[src/rtl/controle_desvios.sv]
// Next-PC generator: sequential, branch, jump(-and-link), NOP stall and break/halt control.
// Latency: EntradaPC and all flags are combinational (zero cycles); state, stall counter and LinkAddr are registered.
// Backpressure: no handshake; the PC register is held via NopFlag while stalled or halted.
module controle_desvios #(
  parameter int unsigned WIDTH   = 32,
  parameter int unsigned PC_STEP = 1,
  parameter int unsigned CNT_W   = 4
) (
  input  logic             clock,
  input  logic             Reset,
  input  logic [WIDTH-1:0] SaidaPC,
  input  logic             BranchReq,
  input  logic             CondFlag,
  input  logic [WIDTH-1:0] BranchOffset,
  input  logic             JumpReq,
  input  logic [WIDTH-1:0] JumpTarget,
  input  logic             LinkReq,
  input  logic             NopReq,
  input  logic [CNT_W-1:0] NopCycles,
  input  logic             BreakReq,
  input  logic             Resume,
  output logic [WIDTH-1:0] EntradaPC,
  output logic             NopFlag,
  output logic             BreakFlag,
  output logic             Flush,
  output logic             Halted,
  output logic [WIDTH-1:0] LinkAddr
);

  typedef enum logic [1:0] {
    ST_RUN   = 2'd0,
    ST_STALL = 2'd1,
    ST_HALT  = 2'd2
  } state_t;

  state_t           state_q, state_d;
  logic [CNT_W-1:0] cnt_q, cnt_d;
  logic [WIDTH-1:0] link_q, link_d;

  logic [WIDTH-1:0] pc_inc;
  logic [WIDTH-1:0] br_target;
  logic [WIDTH-1:0] next_pc;
  logic             nop_flag;
  logic             brk_flag;
  logic             flush_flag;

  // Sequential address and branch target; both wrap modulo 2^WIDTH.
  assign pc_inc    = SaidaPC + WIDTH'(PC_STEP);
  assign br_target = pc_inc + BranchOffset;

  // Next-state, next-PC and flag decode, priority ordered within each state.
  always_comb begin
    state_d    = state_q;
    cnt_d      = cnt_q;
    link_d     = link_q;
    next_pc    = pc_inc;
    nop_flag   = 1'b0;
    brk_flag   = 1'b0;
    flush_flag = 1'b0;
    unique case (state_q)
      ST_RUN: begin
        if (BreakReq) begin
          brk_flag = 1'b1;
          next_pc  = '0;
          state_d  = ST_HALT;
        end else if (NopReq) begin
          nop_flag = 1'b1;
          next_pc  = SaidaPC;
          // This cycle is the first stall cycle; the counter holds the rest.
          if (NopCycles > CNT_W'(1)) begin
            state_d = ST_STALL;
            cnt_d   = NopCycles - CNT_W'(1);
          end
        end else if (JumpReq) begin
          next_pc    = JumpTarget;
          flush_flag = 1'b1;
          if (LinkReq) begin
            link_d = pc_inc;
          end
        end else if (BranchReq && CondFlag) begin
          next_pc    = br_target;
          flush_flag = 1'b1;
        end
      end
      ST_STALL: begin
        if (BreakReq) begin
          brk_flag = 1'b1;
          next_pc  = '0;
          cnt_d    = '0;
          state_d  = ST_HALT;
        end else begin
          nop_flag = 1'b1;
          next_pc  = SaidaPC;
          // A counter of 0 cannot occur in STALL; treat it as the last cycle.
          if (cnt_q <= CNT_W'(1)) begin
            cnt_d   = '0;
            state_d = ST_RUN;
          end else begin
            cnt_d = cnt_q - CNT_W'(1);
          end
        end
      end
      ST_HALT: begin
        nop_flag = 1'b1;
        next_pc  = SaidaPC;
        if (Resume) begin
          state_d = ST_RUN;
        end
      end
      default: begin
        cnt_d   = '0;
        state_d = ST_RUN;
      end
    endcase
  end

  // State, stall counter and link register.
  always_ff @(posedge clock or negedge Reset) begin
    if (!Reset) begin
      state_q <= ST_RUN;
      cnt_q   <= '0;
      link_q  <= '0;
    end else begin
      state_q <= state_d;
      cnt_q   <= cnt_d;
      link_q  <= link_d;
    end
  end

  // Outputs are forced quiet while reset is asserted.
  always_comb begin
    EntradaPC = Reset ? next_pc : '0;
    NopFlag   = Reset & nop_flag;
    BreakFlag = Reset & brk_flag;
    Flush     = Reset & flush_flag;
    Halted    = Reset & (state_q == ST_HALT);
    LinkAddr  = link_q;
  end

endmodule
[config.mk]
export PLATFORM = sky130hd
export DESIGN_NAME = controle_desvios
export DESIGN_NICKNAME = d
export VERILOG_FILES = /design/src/rtl/controle_desvios.sv
export SDC_FILE = /design/constraint.sdc
export NUM_CORES = 1
export LEC_CHECK = 0
export CAP_MARGIN = 20
export CORE_UTILIZATION = 30
export CTS_CLUSTER_SIZE = 14
export DETAILED_ROUTE_END_ITERATION = 6
export PLACE_DENSITY_LB_ADDON = 0.3
export SLEW_MARGIN = 20
export SYNTH_ARGS = -nofsm -noshare
export SYNTH_HDL_FRONTEND = slang
export SYNTH_SLANG_ARGS = --single-unit
[constraint.sdc]
create_clock -name clock -period 9 [get_ports clock]
set_input_delay 1.8 -clock clock [delete_from_list [all_inputs] [get_ports clock]]
set_output_delay 1.8 -clock clock [all_outputs]
set_load 0.05 [all_outputs]
-- Word-level counts from Yosys, hierarchy flattened
Index checks and enable logic that the tools add are counted.
W data, S select, Z words.
- add/subtract/negate cells: 4
- magnitude comparators: 2
- equality and inequality tests: 9
- muxes and demuxes: 31
- bitwise operators: 7
- reductions and logical operators: 6
- operators by type and width (cell ; count):
    $mux W32 ; 6
    $pmux W32 S3 ; 1
    $add A32 B1 Y32 const B ; 1
    $add A32 B32 Y32 ; 1
    $mux W4 ; 5
    $mux W2 ; 6
    $pmux W4 S3 ; 1
    $mux W1 ; 10
    $ne A3 B3 Y1 const B ; 3
    $ne A2 B2 Y1 const B ; 4
    $reduce_and A4 Y1 ; 2
    $sub A4 B1 Y4 const B ; 2
    $pmux W2 S3 ; 1
    $reduce_and A5 Y1 ; 1
    $and A1 B1 Y1 ; 4
    $gt A4 B1 Y1 const B ; 1
    $le A4 B1 Y1 const B ; 1
    $not A1 Y1 ; 3
    $pmux W1 S3 ; 1
    $eq A2 B1 Y1 const B ; 1
    $eq A2 B2 Y1 const B ; 1
    $logic_not A2 Y1 ; 1
    $reduce_or A2 Y1 ; 1
    $logic_and A1 B1 Y1 ; 1
- register bits after elaboration: 38
- input bits: 109
- output and inout bits: 68
- logic and storage cells: 62

-- Depth between registers and ports, before layout
- depth in word-level cells: 8
- mapped depth: 17

-- Least setup slack after synthesis
No wires, ideal clock.
- kind: in2out
- start: input SaidaPC[0]
- end: output EntradaPC[27]
- arrival time: 5942 ps
- required time: 7200 ps
- setup slack: 1258 ps
- stages on the path: 15
- cells stage by stage: ha_1 -> nand4_1 -> nor2_1 -> nand2_1 -> or3_1 -> xor2_1 -> inv_1 -> ha_1 -> clkbuf_1 -> nand4_1 -> or4_1 -> o21ai_0 -> a311oi_1 -> xor2_1 -> a311oi_1
- word-level cells in the longest chain between the ends: 8
- RTL lines (item ; RTL line ; source):
    from (decl) ; 11 ; input logic [WIDTH-1:0] SaidaPC,
    $add A32 B1 Y32 ; 48 ; assign pc_inc = SaidaPC + WIDTH'(PC_STEP);
    named net pc_inc[16] ; 40 ; logic [WIDTH-1:0] pc_inc;
    $add A32 B32 Y32 ; 49 ; assign br_target = pc_inc + BranchOffset;
    $mux W32 ; 80 ; end else if (BranchReq && CondFlag) begin
    $mux W32 ; 74 ; end else if (JumpReq) begin
    $mux W32 ; 66 ; end else if (NopReq) begin
    $mux W32 ; 62 ; if (BreakReq) begin
    $pmux W32 S3 ; 60 ; unique case (state_q)
    $mux W32 ; 132 ; EntradaPC = Reset ? next_pc : '0;
    to (decl) ; 22 ; output logic [WIDTH-1:0] EntradaPC,
The timed path passes the listed nets, and every way through them passes these cells.

-- Worst setup path in the final report
- start: input SaidaPC[0]
- end: output EntradaPC[30]
The elaborated chain is that of the path after synthesis.

==> flow_summary.rst <==
.. list-table::
   :header-rows: 1

   * - Metric
     - Value
   * - Row Count
     - 48
   * - Total of buffers placed on input and output ports
     - 176
   * - Wire length of the first global-routing pass
     - 34040 microns
   * - Most common cell in the synthesized netlist
     - sky130_fd_sc_hd__nand2_1
   * - Mapped Area
     - 5439 sq um
   * - Warnings, synthesis
     - 0
   * - Top Family by Delay on Critical Path
     - buffers and inverters
   * - Fraction of final layout cells with drive strength greater than 1
     - 0.07167
   * - Initial core utilization
     - 0.3112
   * - Die ar.
     - 18670 sq um
   * - Wire length per cell
     - 19.94 microns
   * - Wire length on met2
     - 10140 microns
   * - Required time of the worst setup path
     - 7.20 ns
   * - HPWL after DPL
     - 17030 microns
   * - Tmin final
     - 8.522 ns
   * - Worst rel slew slack
     - 0.3161
   * - Most common library cells after synthesis
     - sky130_fd_sc_hd__nand2_1, sky130_fd_sc_hd__o21ai_0, sky130_fd_sc_hd__nor2_1
   * - Cell taking the most area after synthesis
     - sky130_fd_sc_hd__dfrtp_1
   * - Final hold vios
     - 0
   * - Number of global-route vias before repair
     - 6111
   * - Number of nets in the layout
     - 1046
   * - Total vias in the final route
     - 6354
   * - Highest metal layer with signal wires
     - met4
   * - Portion of the clock cycle consumed by the worst path in the final layout
     - 0.9469
   * - Clock insertion delay at the later pin of the skew report
     - 0.29 ns
   * - RSZ-0062 raised after global routing
     - no
   * - Number of nets with antenna violations after routing
     - 0
   * - Area delta synth->final
     - 39.43%
   * - Largest driver fanout on the critical path
     - 7
   * - Most instantiated flip-flop cell in the synthesis netlist
     - sky130_fd_sc_hd__dfrtp_1
   * - Crit. End Element
     - output port
   * - DRC violation count after routing
     - 0
   * - Pin count of the biggest net entering global routing
     - 49
   * - Path type of the worst min-delay path
     - flop to flop
   * - Mean instance size in the synthesized netlist
     - 7.400 sq um
   * - Max clock buf depth
     - 2
   * - CTS clk-pin slew, worst paths
     - 0.06 ns
   * - Initial antenna violation count
     - 0
   * - Post-CTS sizing
     - 0
   * - Leakage power total
     - 3.018 nW
   * - Skew final
     - 0.005580 ns
   * - M1 WL
     - 10080 microns
   * - Layout fillers
     - 1773
   * - Diodes inserted
     - 0
   * - Type of origin of the critical path
     - input pin
   * - Yosys reg bits
     - 38
   * - Transition time of the tightest slew-check pin
     - 1.022 ns
   * - Total I/O pin count
     - 177
   * - Overall die height
     - 136.6 microns
   * - Num Clock Sinks
     - 38
   * - Crit path cell chain
     - clkdlybuf4s50_1 > ha_1 > nand4_1 > nor2_1 > buf_4 > nand2_1 > nor2_1 > xnor2_1 > inv_1 > ha_1 > and2_1 > nand4_1 > a211o_1 > a21oi_1 > nand3_1 > a211oi_1 > mux2i_1 > a31oi_1 > clkdlybuf4s50_1
   * - Setup tns final
     - 0 ns
   * - Final Routed Wirelength
     - 22300 microns
   * - H-tree depth
     - 2
   * - Critical path's slowest cell
     - sky130_fd_sc_hd__clkdlybuf4s50_1
   * - Unique masters post-synth
     - 72
   * - Clock tree from TritonCTS
     - built
   * - Setup Crit Path Kind
     - input pin to output port
   * - Status
     - finished clean
   * - Total congestion overflow after global routing
     - 0
   * - Final max-slew violation count
     - 0
   * - Slowest cell delay on critical path
     - 0.84 ns
   * - Cts bufs inserted
     - 5
   * - Max Clk Rate
     - 117.3 MHz
   * - Iteration-0 DRC count of the detailed router
     - 594
   * - MaxCap Viol Count
     - 0
   * - Die W
     - 136.6 microns
   * - Post-CTS Setup Repair Bufs
     - 0
   * - Pwr per Cell Area
     - 171.1 nW/um^2
   * - Data arrival, critical path
     - 6.72 ns
   * - Routed via count divided by cell count
     - 5.683
   * - Hold_buf cts
     - 0
   * - Final standard cell utilization of the core
     - 0.4339
   * - Root Buffer Master
     - sky130_fd_sc_hd__clkbuf_16
   * - Proportion of synthesized chip area in sequential cells
     - 0.1748
   * - Synthesized netlist net count
     - 887
   * - Gpl congestion
     - 0.9907
   * - Post-synth ARST share
     - 1.000
   * - Total met3 wirelength after detailed routing
     - 1719 microns
   * - First drt pass iteration count
     - 6
   * - Combined global-route utilization of all metal layers
     - 0.2400
   * - Placeable Area
     - 17480 sq um
   * - Count of buffer and inverter cells on the critical path
     - 4
   * - Leading post-synthesis cells by cell area
     - sky130_fd_sc_hd__dfrtp_1, sky130_fd_sc_hd__ha_1, sky130_fd_sc_hd__o21ai_0
   * - Post-synth EDFFs
     - 0
   * - Max VDD drop
     - 0.00008761 V
   * - Gate Count Post-Synth
     - 735
   * - Post-synth top area share
     - 0.1748
   * - Count of endpoints failing setup in the final report
     - 0
[area by class of cell]
type | instances | area (sq um) | area share
Tap cell | 225 | 281.5 | 0.03712
Clock buffer | 6 | 138.9 | 0.01831
Multi-Input combinational cell | 621 | 4212 | 0.5554
Timing Repair Buffer | 191 | 1862 | 0.2455
Sequential cell | 38 | 950.9 | 0.1254
Inverter | 37 | 138.9 | 0.01831
[worst register-to-register path, cell delays in order (launching register included)]
cell,delay [ns]
sky130_fd_sc_hd__dfrtp_1,0.56
sky130_fd_sc_hd__or4_1,0.82
sky130_fd_sc_hd__nor2_2,0.56
sky130_fd_sc_hd__nand2_1,0.11
sky130_fd_sc_hd__buf_4,0.30
sky130_fd_sc_hd__nand2_1,0.20
sky130_fd_sc_hd__o21ai_0,0.16
[sequential cells by signal, indices dropped and copies added (netlist names)]
name / flops
LinkAddr: 32
cnt_q: 4
state_q: 2
[stage by stage]
stage / instance area [sq um] / total power, mW / instances / hold WS [ns] / setup slack (ns)
detailed placement: 7445 / 1.114 / 1112 / 0.4717 / 0.5938
global route: 7584 / 1.370 / 1118 / 0.5078 / 0.1809
CTS: 7584 / 1.303 / 1118 / 0.4857 / 0.5793
global placement: 7445 / 1.114 / 1112 / 0.4640 / 0.6584
finish: 7584 / 1.297 / 1118 / 0.4822 / 0.4781
floorplan: 5439 / 0.8114 / 735 / 0.4799 / 1.258
[per-layer routing]
layer  up-vias  GRT usage
met3        28    0.03926
met5         -          0
li1       3043          -
met2       293     0.3875
met4         0    0.05617
met1      2990     0.3311
[path summary, 6_finish.rpt]
kind                             start             to  slack (ns)  depth (start not counted)
max                         SaidaPC[0]  EntradaPC[30]        0.48                         19
min                        LinkAddr[0]    LinkAddr[0]        0.48                          2
max reg2reg                 state_q[0]   LinkAddr[12]        6.12                          6
min reg2reg                LinkAddr[0]    LinkAddr[0]        0.48                          2
max in group asynchronous        Reset   LinkAddr[10]        6.87                          2
min in group asynchronous        Reset       cnt_q[0]        1.30                          1
[where the power goes]
| part | switching, mW | total (mW) | internal (mW) |
|---|---|---|---|
| clock | 0.0745 | 0.182 | 0.107 |
| sequential | 0.0410 | 0.274 | 0.233 |
| combinational | 0.529 | 0.841 | 0.312 |
[cells by family after synthesis]
family	synth area share
xor gates and xnor gates	0.08857
muxes	0.05268
buffers and inverters	0.05268
AOI/OAI and AO/OA	0.3046
DFF	0.1748
adders and majority gates	0.1003
and+or+nand+nor	0.2264
[layout by cell type (no fill, tap or decap), types with 18 or more instances in the layout]
cell                              count
sky130_fd_sc_hd__xnor2_1             32
sky130_fd_sc_hd__clkdlybuf4s50_1    172
sky130_fd_sc_hd__mux2_2              21
sky130_fd_sc_hd__xor2_1              18
sky130_fd_sc_hd__a21oi_1             54
sky130_fd_sc_hd__nor2_1              62
sky130_fd_sc_hd__dfrtp_1             38
sky130_fd_sc_hd__o21ai_0             69
sky130_fd_sc_hd__nand3_1             27
sky130_fd_sc_hd__inv_1               37
sky130_fd_sc_hd__ha_1                42
sky130_fd_sc_hd__nand2_1             75
sky130_fd_sc_hd__buf_4               18
Note: power is estimated with default switching activity, not from simulation.
